### src/rtl/adc_pkg.sv
// Shared definitions for the ADC result transmitter: frame header, status-byte
// layout, framing FSM states and the word-to-byte sizing helper.
package adc_pkg;

    localparam logic [7:0] ADC_FRAME_HEADER   = 8'hA5;
    localparam int         STATUS_OVERRUN_BIT = 7;
    localparam int         STATUS_DIAP_LSB    = 0;

    typedef enum logic [2:0] {
        ST_IDLE,
        ST_LOAD,
        ST_SEND,
        ST_WAIT,
        ST_NEXT
    } txState_e;

    function automatic int bytesPerWord(input int width);
        return (width + 7) / 8;
    endfunction

endpackage

### src/rtl/uart_tx_byte.sv
// 8N1 UART byte serializer. 'done' fires two cycles before the stop bit ends so
// the framing FSM's hand-off overhead overlaps the tail of the stop bit.
module uart_tx_byte #(
    parameter int CLKS_PER_BIT = 434
) (
    input  logic       clk,
    input  logic       rst_n,
    input  logic       start,
    input  logic [7:0] byte_in,
    output logic       tx,
    output logic       done
);

    localparam int             CW       = (CLKS_PER_BIT > 1) ? $clog2(CLKS_PER_BIT) : 1;
    localparam logic [CW-1:0]  CNT_LAST = CW'(CLKS_PER_BIT - 1);
    localparam logic [CW-1:0]  CNT_DONE = CW'(CLKS_PER_BIT - 2);
    localparam logic [3:0]     STOP_BIT = 4'd9;

    logic          active_q;
    logic [8:0]    shift_q;
    logic [3:0]    bitIdx_q;
    logic [CW-1:0] clkCnt_q;
    logic          tx_q;

    // shift_q holds the data bits followed by the stop bit, emitted LSB first
    always_ff @(posedge clk or negedge rst_n) begin
        if (!rst_n) begin
            active_q <= 1'b0;
            shift_q  <= '1;
            bitIdx_q <= '0;
            clkCnt_q <= '0;
            tx_q     <= 1'b1;
        end else if (!active_q) begin
            if (start) begin
                active_q <= 1'b1;
                shift_q  <= {1'b1, byte_in};
                bitIdx_q <= '0;
                clkCnt_q <= '0;
                tx_q     <= 1'b0;
            end
        end else if (clkCnt_q == CNT_LAST) begin
            clkCnt_q <= '0;
            if (bitIdx_q == STOP_BIT) begin
                active_q <= 1'b0;
                tx_q     <= 1'b1;
            end else begin
                tx_q     <= shift_q[0];
                shift_q  <= {1'b1, shift_q[8:1]};
                bitIdx_q <= bitIdx_q + 4'd1;
            end
        end else begin
            clkCnt_q <= clkCnt_q + CW'(1);
        end
    end

    assign done = active_q && (bitIdx_q == STOP_BIT) && (clkCnt_q == CNT_DONE);
    assign tx   = tx_q;

endmodule

### src/rtl/adc_result_tx.sv
// Frames each ADC measurement (header, status, two words, optional checksum) onto a UART.
// Define ADC_RESULT_TX_CHECKSUM_EN to append the modulo-256 checksum byte.
import adc_pkg::*;

module adc_result_tx #(
    parameter int DATA_WIDTH   = 24,
    parameter int DIAP_WIDTH   = 2,
    parameter int CLKS_PER_BIT = 434
) (
    input  logic                  clk,
    input  logic                  rst_n,
    input  logic                  complete,
    input  logic [DATA_WIDTH-1:0] data_in_1,
    input  logic [DATA_WIDTH-1:0] data_in_2,
    input  logic [DIAP_WIDTH-1:0] diap,
    output logic                  tx,
    output logic                  busy,
    output logic                  overrun
);

    localparam int BPW       = bytesPerWord(DATA_WIDTH);
    localparam int WORD_BITS = 8 * BPW;
    localparam int PAY_BITS  = 2 * WORD_BITS;
    localparam int DATA_END  = 2 + 2 * BPW;
`ifdef ADC_RESULT_TX_CHECKSUM_EN
    localparam int NBYTES    = DATA_END + 1;
`else
    localparam int NBYTES    = DATA_END;
`endif
    localparam int                IDX_W        = $clog2(NBYTES + 1);
    localparam logic [IDX_W-1:0]  LAST_IDX     = IDX_W'(NBYTES - 1);
    localparam logic [IDX_W-1:0]  DATA_END_IDX = IDX_W'(DATA_END);

    txState_e              state_q;
    logic [DATA_WIDTH-1:0] actD1_q, actD2_q, pendD1_q, pendD2_q;
    logic [DIAP_WIDTH-1:0] actDiap_q, pendDiap_q;
    logic                  pendFull_q, overrun_q, start_q;
    logic [PAY_BITS-1:0]   payload_q;
    logic [7:0]            status_q, byte_q;
    logic [IDX_W-1:0]      idx_q;
`ifdef ADC_RESULT_TX_CHECKSUM_EN
    logic [7:0]            csum_q;
`endif
    logic [7:0]            statusByte_d, curByte_d;
    logic                  isData, arriveBusy, dropNow, txDone;

    assign isData     = (idx_q >= IDX_W'(2)) && (idx_q < DATA_END_IDX);
    assign arriveBusy = complete && (state_q != ST_IDLE);
    assign dropNow    = arriveBusy && pendFull_q;

    always_comb begin
        statusByte_d = '0;
        statusByte_d[STATUS_DIAP_LSB +: DIAP_WIDTH] = actDiap_q;
        statusByte_d[STATUS_OVERRUN_BIT]            = overrun_q;
    end

    always_comb begin
        curByte_d = ADC_FRAME_HEADER;
        if (idx_q == IDX_W'(1))
            curByte_d = status_q;
        else if (isData)
            curByte_d = payload_q[PAY_BITS-1 -: 8];
`ifdef ADC_RESULT_TX_CHECKSUM_EN
        else if (idx_q == DATA_END_IDX)
            curByte_d = csum_q;
`endif
    end

    // Arrivals outside IDLE fill the pending slot first; explicit case arms below override.
    always_ff @(posedge clk or negedge rst_n) begin
        if (!rst_n) begin
            state_q    <= ST_IDLE;
            actD1_q    <= '0;
            actD2_q    <= '0;
            actDiap_q  <= '0;
            pendD1_q   <= '0;
            pendD2_q   <= '0;
            pendDiap_q <= '0;
            pendFull_q <= 1'b0;
            overrun_q  <= 1'b0;
            start_q    <= 1'b0;
            payload_q  <= '0;
            status_q   <= '0;
            byte_q     <= '0;
            idx_q      <= '0;
`ifdef ADC_RESULT_TX_CHECKSUM_EN
            csum_q     <= '0;
`endif
        end else begin
            start_q <= 1'b0;
            if (dropNow)
                overrun_q <= 1'b1;
            else if (state_q == ST_LOAD)
                overrun_q <= 1'b0;
            if (arriveBusy && !pendFull_q) begin
                pendD1_q   <= data_in_1;
                pendD2_q   <= data_in_2;
                pendDiap_q <= diap;
                pendFull_q <= 1'b1;
            end
            case (state_q)
                ST_IDLE: begin
                    if (pendFull_q) begin
                        actD1_q    <= pendD1_q;
                        actD2_q    <= pendD2_q;
                        actDiap_q  <= pendDiap_q;
                        pendFull_q <= complete;
                        if (complete) begin
                            pendD1_q   <= data_in_1;
                            pendD2_q   <= data_in_2;
                            pendDiap_q <= diap;
                        end
                        state_q <= ST_LOAD;
                    end else if (complete) begin
                        actD1_q   <= data_in_1;
                        actD2_q   <= data_in_2;
                        actDiap_q <= diap;
                        state_q   <= ST_LOAD;
                    end
                end
                ST_LOAD: begin
                    payload_q <= {WORD_BITS'(actD1_q), WORD_BITS'(actD2_q)};
                    status_q  <= statusByte_d;
                    idx_q     <= '0;
`ifdef ADC_RESULT_TX_CHECKSUM_EN
                    csum_q    <= '0;
`endif
                    state_q   <= ST_SEND;
                end
                ST_SEND: begin
                    byte_q  <= curByte_d;
                    start_q <= 1'b1;
                    if (isData)
                        payload_q <= payload_q << 8;
`ifdef ADC_RESULT_TX_CHECKSUM_EN
                    if (idx_q != '0 && idx_q < DATA_END_IDX)
                        csum_q <= csum_q + curByte_d;
`endif
                    state_q <= ST_WAIT;
                end
                ST_WAIT: begin
                    if (txDone)
                        state_q <= ST_NEXT;
                end
                ST_NEXT: begin
                    if (idx_q == LAST_IDX) begin
                        if (pendFull_q) begin
                            actD1_q    <= pendD1_q;
                            actD2_q    <= pendD2_q;
                            actDiap_q  <= pendDiap_q;
                            pendFull_q <= 1'b0;
                            state_q    <= ST_LOAD;
                        end else begin
                            state_q <= ST_IDLE;
                        end
                    end else begin
                        idx_q   <= idx_q + IDX_W'(1);
                        state_q <= ST_SEND;
                    end
                end
                default: state_q <= ST_IDLE;
            endcase
        end
    end

    uart_tx_byte #(
        .CLKS_PER_BIT(CLKS_PER_BIT)
    ) uSer (
        .clk     (clk),
        .rst_n   (rst_n),
        .start   (start_q),
        .byte_in (byte_q),
        .tx      (tx),
        .done    (txDone)
    );

    assign busy    = (state_q != ST_IDLE) || pendFull_q;
    assign overrun = overrun_q;

endmodule
### config.mk
export PLATFORM = sky130hd
export DESIGN_NAME = adc_result_tx
export DESIGN_NICKNAME = d
export VERILOG_FILES = /design/src/rtl/adc_pkg.sv /design/src/rtl/uart_tx_byte.sv /design/src/rtl/adc_result_tx.sv
export SDC_FILE = /design/constraint.sdc
export NUM_CORES = 1
export LEC_CHECK = 0
export CAP_MARGIN = 20
export CORE_MARGIN = 8
export CORE_UTILIZATION = 40
export DETAILED_ROUTE_END_ITERATION = 10
export HOLD_SLACK_MARGIN = 0.03
export PLACE_DENSITY_LB_ADDON = 0.15
export SYNTH_ARGS = -nofsm -noshare
export SYNTH_HDL_FRONTEND = slang
export SYNTH_HIERARCHICAL = 1
export SYNTH_SLANG_ARGS = --single-unit
### constraint.sdc
create_clock -name clk -period 5.55 [get_ports clk]
set_input_delay 1.11 -clock clk [delete_from_list [all_inputs] [get_ports clk]]
set_output_delay 1.11 -clock clk [all_outputs]
set_load 0.05 [all_outputs]
==> results.json, run 1 <==
{
  "status": "finished clean",
  "worstMarginPinSlew_ns": 1.07,
  "dr.pass1.iters": 5,
  "grt_util_all_layers_pct": 15.4,
  "rr_endpoint": "actD2_q[1]",
  "crit_fanout": 34,
  "endpoint": "busy",
  "end_kind": "output port",
  "rsz0062_at_grt": "no",
  "place_area_sq_um": 10500,
  "io_pins": 56,
  "diodes": 0,
  "cts_setup_buffers": 0,
  "io_buffers": 55,
  "hold_path_class": "flop to flop",
  "cts_buffer_depth": 2,
  "layout_common_cells": "182 x dfrtp_1, 104 x nand2_1, 96 x mux2_2",
  "yosys_warnings": 6,
  "grt_pass1_vias": 6792,
  "gr-usage-met2_pct": 24.3,
  "slew_headroom_pct": 27.8,
  "synth_top_flop_cell": "dfrtp_1",
  "critical_path.startpoint_type": "flop",
  "layout.nets": 937,
  "first_iter_violations": 436,
  "htreeDepth": 4,
  "yosysTopAreaCell": "dfrtp_1",
  "report.final.slew_viol_count": 0,
  "grt_max_degree": 122,
  "synth_cell_type_count": 55,
  "r2r_start": "state_q[2]",
  "ys_top_cells_by_area": "dfrtp_1 47%, mux2_2 11%, or4bb_1 5.8%",
  "design_area_sq_um": 11100,
  "synth_area_sq_um": 9680,
  "hold_viol": 0,
  "antenna_found_initial": 0,
  "power.leakage_nw": 4.00,
  "wl_per_cell_microns": 17.5,
  "core_sq_um": 24000,
  "dp_cells": 1181,
  "syn_avg_cell_area_sq_um": 11.3,
  "cp_data_arrival_time_ns": 2.85,
  "start_util_pct": 40.3,
  "ys_seq_area_share_pct": 49.7,
  "cts.repair.resized": 0,
  "ff2ff_setup_slack_ns": 2.00,
  "synth_top_area_share_pct": 47.3,
  "die_width_microns": 172,
  "ys_ff_latch": 192,
  "p_per_area_nw_per_um2": 266,
  "irDropWorstVdd_mv": 0.173,
  "cp.required_ns": 4.44,
  "rows": 57,
  "fin_cells": 1212,
  "die_y_microns": 172,
  "use_met3_pct": 2.80,
  "drive_gt1_share_pct": 18.5,
  "hold_buffers": 0,
  "synthToLayoutAreaGrowth_pct": 14.8,
  "dp_hpwl_microns": 13700,
  "drc": 0,
  "period_needed_ns": 3.96,
  "clock-sinks": 192,
  "grt-ovfl-total": 0,
  "synthArstFlopShare_pct": 100,
  "via_count": 6514,
  "synth.net_count": 920,
  "met1_usage_pct": 21.3,
  "clk_pin_slew_ns": 0.07,
  "numCtsBuffers": 17,
  "ant_nets": 0,
  "grt.busiest_layer": "met2",
  "period_share_pct": 71.4,
  "drv_cap": 0,
  "cts-root-buf": "clkbuf_16",
  "setup_viol": 0,
  "synthCells": 859,
  "cts_tree": "yes",
  "criticalPathCategory": "flop to output port",
  "worstSkewPairLatency_ns": 0.44,
  "fin_setup_tns_ns": 0,
  "grt_pass1_wl_microns": 36300,
  "vias_per_cell": 5.37,
  "final_common_cell": "dfrtp_1",
  "gp_congestion": 0.727,
  "crit_start": "state_q[1]",
  "drt_wl_total_microns": 21200,
  "r2r_cells": 5,
  "synth-edff-count": 0,
  "holdWs_ns": 0.462,
  "dieArea_sq_um": 29400,
  "fin_skew_ns": 0.00975,
  "clock.fmax_ghz": 0.252
}
[state kept, by name, indices dropped and copies added, names as in the netlist]
signal and flops:
uSer/shift_q 8, actD1_q 24, payload_q 48, status_q 3, overrun 1, uSer/clkCnt_q 9
byte_q 8, uSer/active_q 1, idx_q 4, actD2_q 24, start_q 1, actDiap_q 2
pendD2_q 24, state_q 3, pendFull_q 1, pendD1_q 24, uSer/tx 1, uSer/bitIdx_q 4
pendDiap_q 2
[cells in the mapped netlist (6+ instances only)]
cell type / instances
or4bb_1: 50
mux2_2: 96
o21ai_0: 30
ha_1: 8
nand2_1: 104
buf_2: 30
nand3_1: 7
clkbuf_1: 39
dfstp_2: 9
dfrtp_1: 183
o211ai_1: 53
nor2_1: 16
o221a_1: 40
mux2i_1: 8
inv_1: 7
or2b_1: 12
nand2b_1: 83
a21oi_1: 11
mux2_1: 6
[through the flow]
step	setup WS [ns]	utilization, %	total power, mW
2_1_floorplan	2.82	-	1.57
5_1_grt	1.51	46.3	3.09
6_report	1.59	46.3	2.96
4_1_cts	1.53	46.3	3.01
3_3_place_gp	1.97	43.7	1.67
3_5_place_dp	1.93	43.7	1.67
[cells by family after synthesis]
group | after synthesis | share of synthesized area (%)
flops | 192 | 49.7
compound gates | 163 | 13.3
buf+inv | 79 | 3.45
simple gates | 307 | 19.8
mux | 110 | 12.7
fa+ha+maj | 8 | 1.03
[worst min-delay path by stage]
stage,from,endpoint,depth (start not counted)
6_report,actDiap_q[1],status_q[1],2
5_1_grt,uSer/shift_q[7],uSer/shift_q[7],2
4_1_cts,actDiap_q[1],status_q[1],2
3_5_place_dp,actDiap_q[0],status_q[0],2
3_3_place_gp,actDiap_q[0],status_q[0],2
2_1_floorplan,actDiap_q[0],status_q[0],2
[per-layer routing]
layer / up-vias / wire length, microns
li1: 3177 / -
met1: 3250 / 10500
met2: 69 / 9950
met3: 18 / 480
met4: 0 / 267
met5: - / 0
[where the power goes]
group | switching [mW] | leakage, nW | internal, mW
Sequential | 0.0295 | 1.98 | 1.44
Combinational | 0.0717 | 1.71 | 0.0963
Clock | 0.550 | 0.303 | 0.771
Total | 0.652 | 4.00 | 2.31
[cell type report]
| type | instances | area [sq um] |
|---|---|---|
| multi-input cells | 588 | 4580 |
| repair buffers | 69 | 659 |
| flip-flops and latches | 192 | 4820 |
| clock inverters | 11 | 179 |
| fillers | 2253 | 12900 |
| well taps | 324 | 405 |
| clock buffers | 20 | 447 |
| inverters | 8 | 30.0 |
[worst max-delay path, cell delays in order (launching register included)]
cell             delay (ns)
dfrtp_1                0.74
or3_1                  0.62
or2_2                  0.34
clkdlybuf4s50_1        0.71
Power figures use the tool's default switching activity.
==> inputs of run 2 (changes only) <==
==> constraint.sdc (replaced) <==
create_clock -name clk -period 3.53 [get_ports clk]
set_input_delay 0.706 -clock clk [delete_from_list [all_inputs] [get_ports clk]]
set_output_delay 0.706 -clock clk [all_outputs]
set_load 0.05 [all_outputs]
==> run 2 against run 1 <==
Against the previous run: sequential share of layout area shrank 0.26 points; sequential power grew 57%; core utilization grew 0.28 points; critical path depth is the same; cell area grew 0.61%; total power grew 54%; flip-flop and latch count is the same; die area is the same; largest cell class unchanged; largest power group unchanged.
==> results.json, run 2 (synthesized netlist as in run 1, its figures left out) <==
{
  "irDropWorstVdd_mv": 0.223,
  "hold_buffers": 0,
  "status": "finished clean",
  "drt_wl_total_microns": 21700,
  "grt_util_all_layers_pct": 15.6,
  "io_pins": 56,
  "grt_pass1_vias": 6882,
  "cp_data_arrival_time_ns": 2.19,
  "grt_max_degree": 85,
  "clk_pin_slew_ns": 0.07,
  "cts.repair.resized": 0,
  "worstSkewPairLatency_ns": 0.44,
  "numCtsBuffers": 17,
  "vias_per_cell": 5.43,
  "fin_ws_ns": 0.634,
  "slew_headroom_pct": 25.6,
  "gp_congestion": 0.733,
  "die_width_microns": 172,
  "drc": 0,
  "grt_pass1_wl_microns": 36500,
  "antenna_found_initial": 0,
  "drv_cap": 0,
  "drive_gt1_share_pct": 19.4,
  "end_kind": "output port",
  "criticalPathCategory": "flop to output port",
  "synthToLayoutAreaGrowth_pct": 15.5,
  "dp_cells": 1187,
  "path_cells": "or3_1 > or2_2 > buf_4",
  "cp.required_ns": 2.82,
  "cts_setup_buffers": 0,
  "fin_setup_tns_ns": 0,
  "layout_common_cells": "182 x dfrtp_1, 104 x nand2_1, 96 x mux2_2",
  "worstMarginPinSlew_ns": 1.10,
  "grt-ovfl-total": 0,
  "start_util_pct": 40.3,
  "fillerInstances": 2250,
  "dieArea_sq_um": 29400,
  "final_common_cell": "dfrtp_1",
  "hold_path_class": "primary input to async pin",
  "setup_viol": 0,
  "fin_cells": 1219,
  "r2r_cells": 4,
  "cp_slowest_cell": "dfrtp_1",
  "dp_hpwl_microns": 13800,
  "diodes": 0,
  "critical_path.startpoint_type": "flop",
  "largest-register": "payload_q",
  "via_count": 6621,
  "clock.fmax_ghz": 0.345,
  "p_per_area_nw_per_um2": 407,
  "power.leakage_nw": 4.01,
  "crit_fanout": 24,
  "htreeDepth": 4,
  "period_needed_ns": 2.90,
  "layout.nets": 943,
  "cts_tree": "yes",
  "holdWs_ns": 0.289,
  "cts_buffer_depth": 2,
  "core_sq_um": 24000,
  "cpPeakStageDelay_ns": 0.63,
  "hold_viol": 0,
  "dr.pass1.iters": 4,
  "die_y_microns": 172,
  "report.final.slew_viol_count": 0,
  "first_iter_violations": 374,
  "cts-root-buf": "clkbuf_16",
  "period_share_pct": 82.0,
  "place_ws_ns": 0.997,
  "clock-sinks": 192,
  "rsz0062_at_grt": "no",
  "largest_reg_flops": 48,
  "ant_nets": 0,
  "fin_skew_ns": 0.0128,
  "io_buffers": 55,
  "rows": 57,
  "wl_per_cell_microns": 17.8
}
-- run 2: per-stage QoR --
stage / power (mW) / area (sq um) / util, %
detailed placement: 2.63 / 10600 / 44.0
global route: 4.74 / 11200 / 46.5
CTS: 4.62 / 11200 / 46.5
finish: 4.55 / 11200 / 46.5
global placement: 2.62 / 10600 / 44.0
floorplan: 2.47 / 9680 / -
-- run 2: metal layers --
metal	GRT usage, %	up-vias	part of all wire [%]	wire length, microns
met5	0	-	0	0
met4	4.35	0	1.4	293
met3	3.44	20	2.8	610
met2	24.4	102	47	10200
met1	21.4	3313	49	10600
li1	-	3186	-	-
-- run 2: power by group --
group	switching [mW]	internal (mW)	total, mW
Sequential	0.0445	2.27	2.31
Combinational	0.112	0.153	0.265
Clock	0.914	1.06	1.98
Total	1.07	3.48	4.55
-- run 2: area by class of cell --
type	instances	area (sq um)	area share [%]
Sequential cell	192	4820	43.1
Tap cell	324	405	3.62
Inverter	8	30.0	0.268
Clock buffer	17	425	3.80
Multi-Input combinational cell	588	4580	41.0
Timing Repair Buffer	75	752	6.72
Clock inverter	15	175	1.57
-- run 2: critical path: cells and delay by family, from the launching register on --
kind / cells / cell delay, ns
AND/OR/NAND/NOR: 2 / 0.93
flip-flops: 1 / 0.63
buffers and inverters: 1 / 0.19
-- run 2: final timing paths --
kind | startpoint | slack (ns) | endpoint
min in group clk | status_q[7] | 0.47 | status_q[7]
hold / removal | rst_n | 0.29 | uSer/clkCnt_q[5]
hold reg to reg | status_q[7] | 0.47 | status_q[7]
setup / recovery | state_q[2] | 0.63 | busy
setup reg to reg | pendFull_q | 1.03 | actD1_q[17]
max in group asynchronous | rst_n | 2.29 | payload_q[45]
==> inputs of run 3 (changes only) <==
==> constraint.sdc (replaced) <==
create_clock -name clk -period 3.01 [get_ports clk]
set_input_delay 0.602 -clock clk [delete_from_list [all_inputs] [get_ports clk]]
set_output_delay 0.602 -clock clk [all_outputs]
set_load 0.05 [all_outputs]
==> run 3 against run 2 <==
Against the previous run: non-clock buffer count is 5 higher; total power grew 17%; clock skew increased by 0.0017 ns; combinational power grew 17%; cell count increased by 0.41%; worst setup slack got worse by 0.38 ns; largest cell class unchanged.
==> results.json, run 3 (synthesized netlist as in run 1, its figures left out) <==
{
  "cts_buffer_depth": 2,
  "die_y_microns": 172,
  "die_width_microns": 172,
  "largest_reg_flops": 48,
  "cp_data_arrival_time_ns": 2.16,
  "core_sq_um": 24000,
  "switching_share_pct": 23.0,
  "drv_cap": 0,
  "ff2ff_setup_slack_ns": 0.67,
  "antenna_found_initial": 0,
  "io_buffers": 55,
  "clock.fmax_ghz": 0.362,
  "first_iter_violations": 410,
  "setup_viol": 0,
  "cts.repair.resized": 0,
  "end_kind": "output port",
  "switching_power_mw": 1.22,
  "crit_fanout": 22,
  "clk_pin_slew_ns": 0.07,
  "dp_cells": 1192,
  "place_area_sq_um": 10600,
  "crit_start": "state_q[0]",
  "drc": 0,
  "numCtsBuffers": 17,
  "fin_setup_tns_ns": 0,
  "place_ws_ns": 0.655,
  "grt_pass1_wl_microns": 36700,
  "vias_per_cell": 5.40,
  "dieArea_sq_um": 29400,
  "cp.required_ns": 2.41,
  "grt_max_degree": 66,
  "endpoint": "busy",
  "gp_congestion": 0.762,
  "hold_viol": 0,
  "grt_util_all_layers_pct": 15.4,
  "layout.nets": 948,
  "critical_path.startpoint_type": "flop",
  "intPower_mw": 4.08,
  "r2r_cells": 5,
  "report.final.slew_viol_count": 0,
  "grt-ovfl-total": 0,
  "wl_per_cell_microns": 17.4,
  "power_mw": 5.31,
  "period_share_pct": 91.7,
  "layout_common_cells": "182 x dfrtp_1, 104 x nand2_1, 96 x mux2_2",
  "io_pins": 56,
  "clock-sinks": 192,
  "drt_wl_total_microns": 21300,
  "worstMarginPinSlew_ns": 0.772,
  "fin_skew_ns": 0.0145,
  "p_per_area_nw_per_um2": 473,
  "dp_hpwl_microns": 13800,
  "final_common_cell": "dfrtp_1",
  "rows": 57,
  "r2r_start": "state_q[0]",
  "power.leakage_nw": 4.05,
  "htreeDepth": 4,
  "hold_buffers": 0,
  "irDropWorstVdd_mv": 0.324,
  "p_seq_share_pct": 51.1,
  "p_clk_share_pct": 43.1,
  "cts_tree": "yes",
  "comb_power_share_pct": 5.8,
  "criticalPathCategory": "flop to output port",
  "start_util_pct": 40.3,
  "holdWs_ns": 0.162,
  "cts-root-buf": "clkbuf_16",
  "rr_endpoint": "payload_q[26]",
  "cts_setup_buffers": 0,
  "hold_path_class": "primary input to async pin",
  "design_area_sq_um": 11200,
  "utilization_pct": 46.7,
  "fin_ws_ns": 0.250,
  "dr.pass1.iters": 4,
  "via_count": 6615,
  "grt_pass1_vias": 6844,
  "period_needed_ns": 2.76,
  "status": "finished clean",
  "ant_nets": 0,
  "diodes": 0,
  "drive_gt1_share_pct": 19.7,
  "rsz0062_at_grt": "no",
  "fin_cells": 1224,
  "synthToLayoutAreaGrowth_pct": 15.9,
  "largest-register": "payload_q",
  "slew_headroom_pct": 47.9,
  "worstSkewPairLatency_ns": 0.44
}
## run 3: cell count changes in the layout (fill, tap and decap cells not counted), sizes merged
cell / delta
clkinvlp: -2
clkbuf: +2
inv: -1
clkinv: +1
buf: +5
## run 3: how the worst min path moves through the flow
stage | startpoint | to | slack, ns | cells past startpoint
2_1_floorplan | rst_n | actD1_q[0] | 0.31 | 0
3_3_place_gp | actDiap_q[1] | status_q[1] | 0.46 | 2
3_5_place_dp | actDiap_q[1] | status_q[1] | 0.46 | 2
4_1_cts | rst_n | uSer/clkCnt_q[7] | 0.17 | 1
5_1_grt | rst_n | uSer/clkCnt_q[7] | 0.19 | 1
6_report | rst_n | uSer/clkCnt_q[7] | 0.16 | 1
## run 3: power groups by stage
stage	registers, mW	logic (mW)	clock network [mW]
global placement	2.76	0.315	0
finish	2.71	0.310	2.28
detailed placement	2.76	0.320	0
floorplan	2.74	0.155	0
global route	2.72	0.351	2.47
CTS	2.71	0.321	2.37
## run 3: critical path: stages (launching register included)
cell     delay (ns)
dfrtp_1        0.61
or3_1          0.60
or2_2          0.36
buf_12         0.16
## run 3: per-layer routing
layer | wire, microns | global-route usage [%] | up-vias
li1 | - | - | 3203
met1 | 10200 | 20.9 | 3324
met2 | 10300 | 25.0 | 77
met3 | 502 | 2.89 | 11
met4 | 201 | 3.93 | 0
met5 | 0 | 0 | -
## run 3: area by class of cell
class / instances / area [sq um]
clock inverter: 13 / 154
timing repair buffer: 80 / 802
tap: 324 / 405
clock buffer: 19 / 433
multi-input combinational: 588 / 4580
sequential: 192 / 4820
inverter: 8 / 30.0
fill: 2278 / 12800
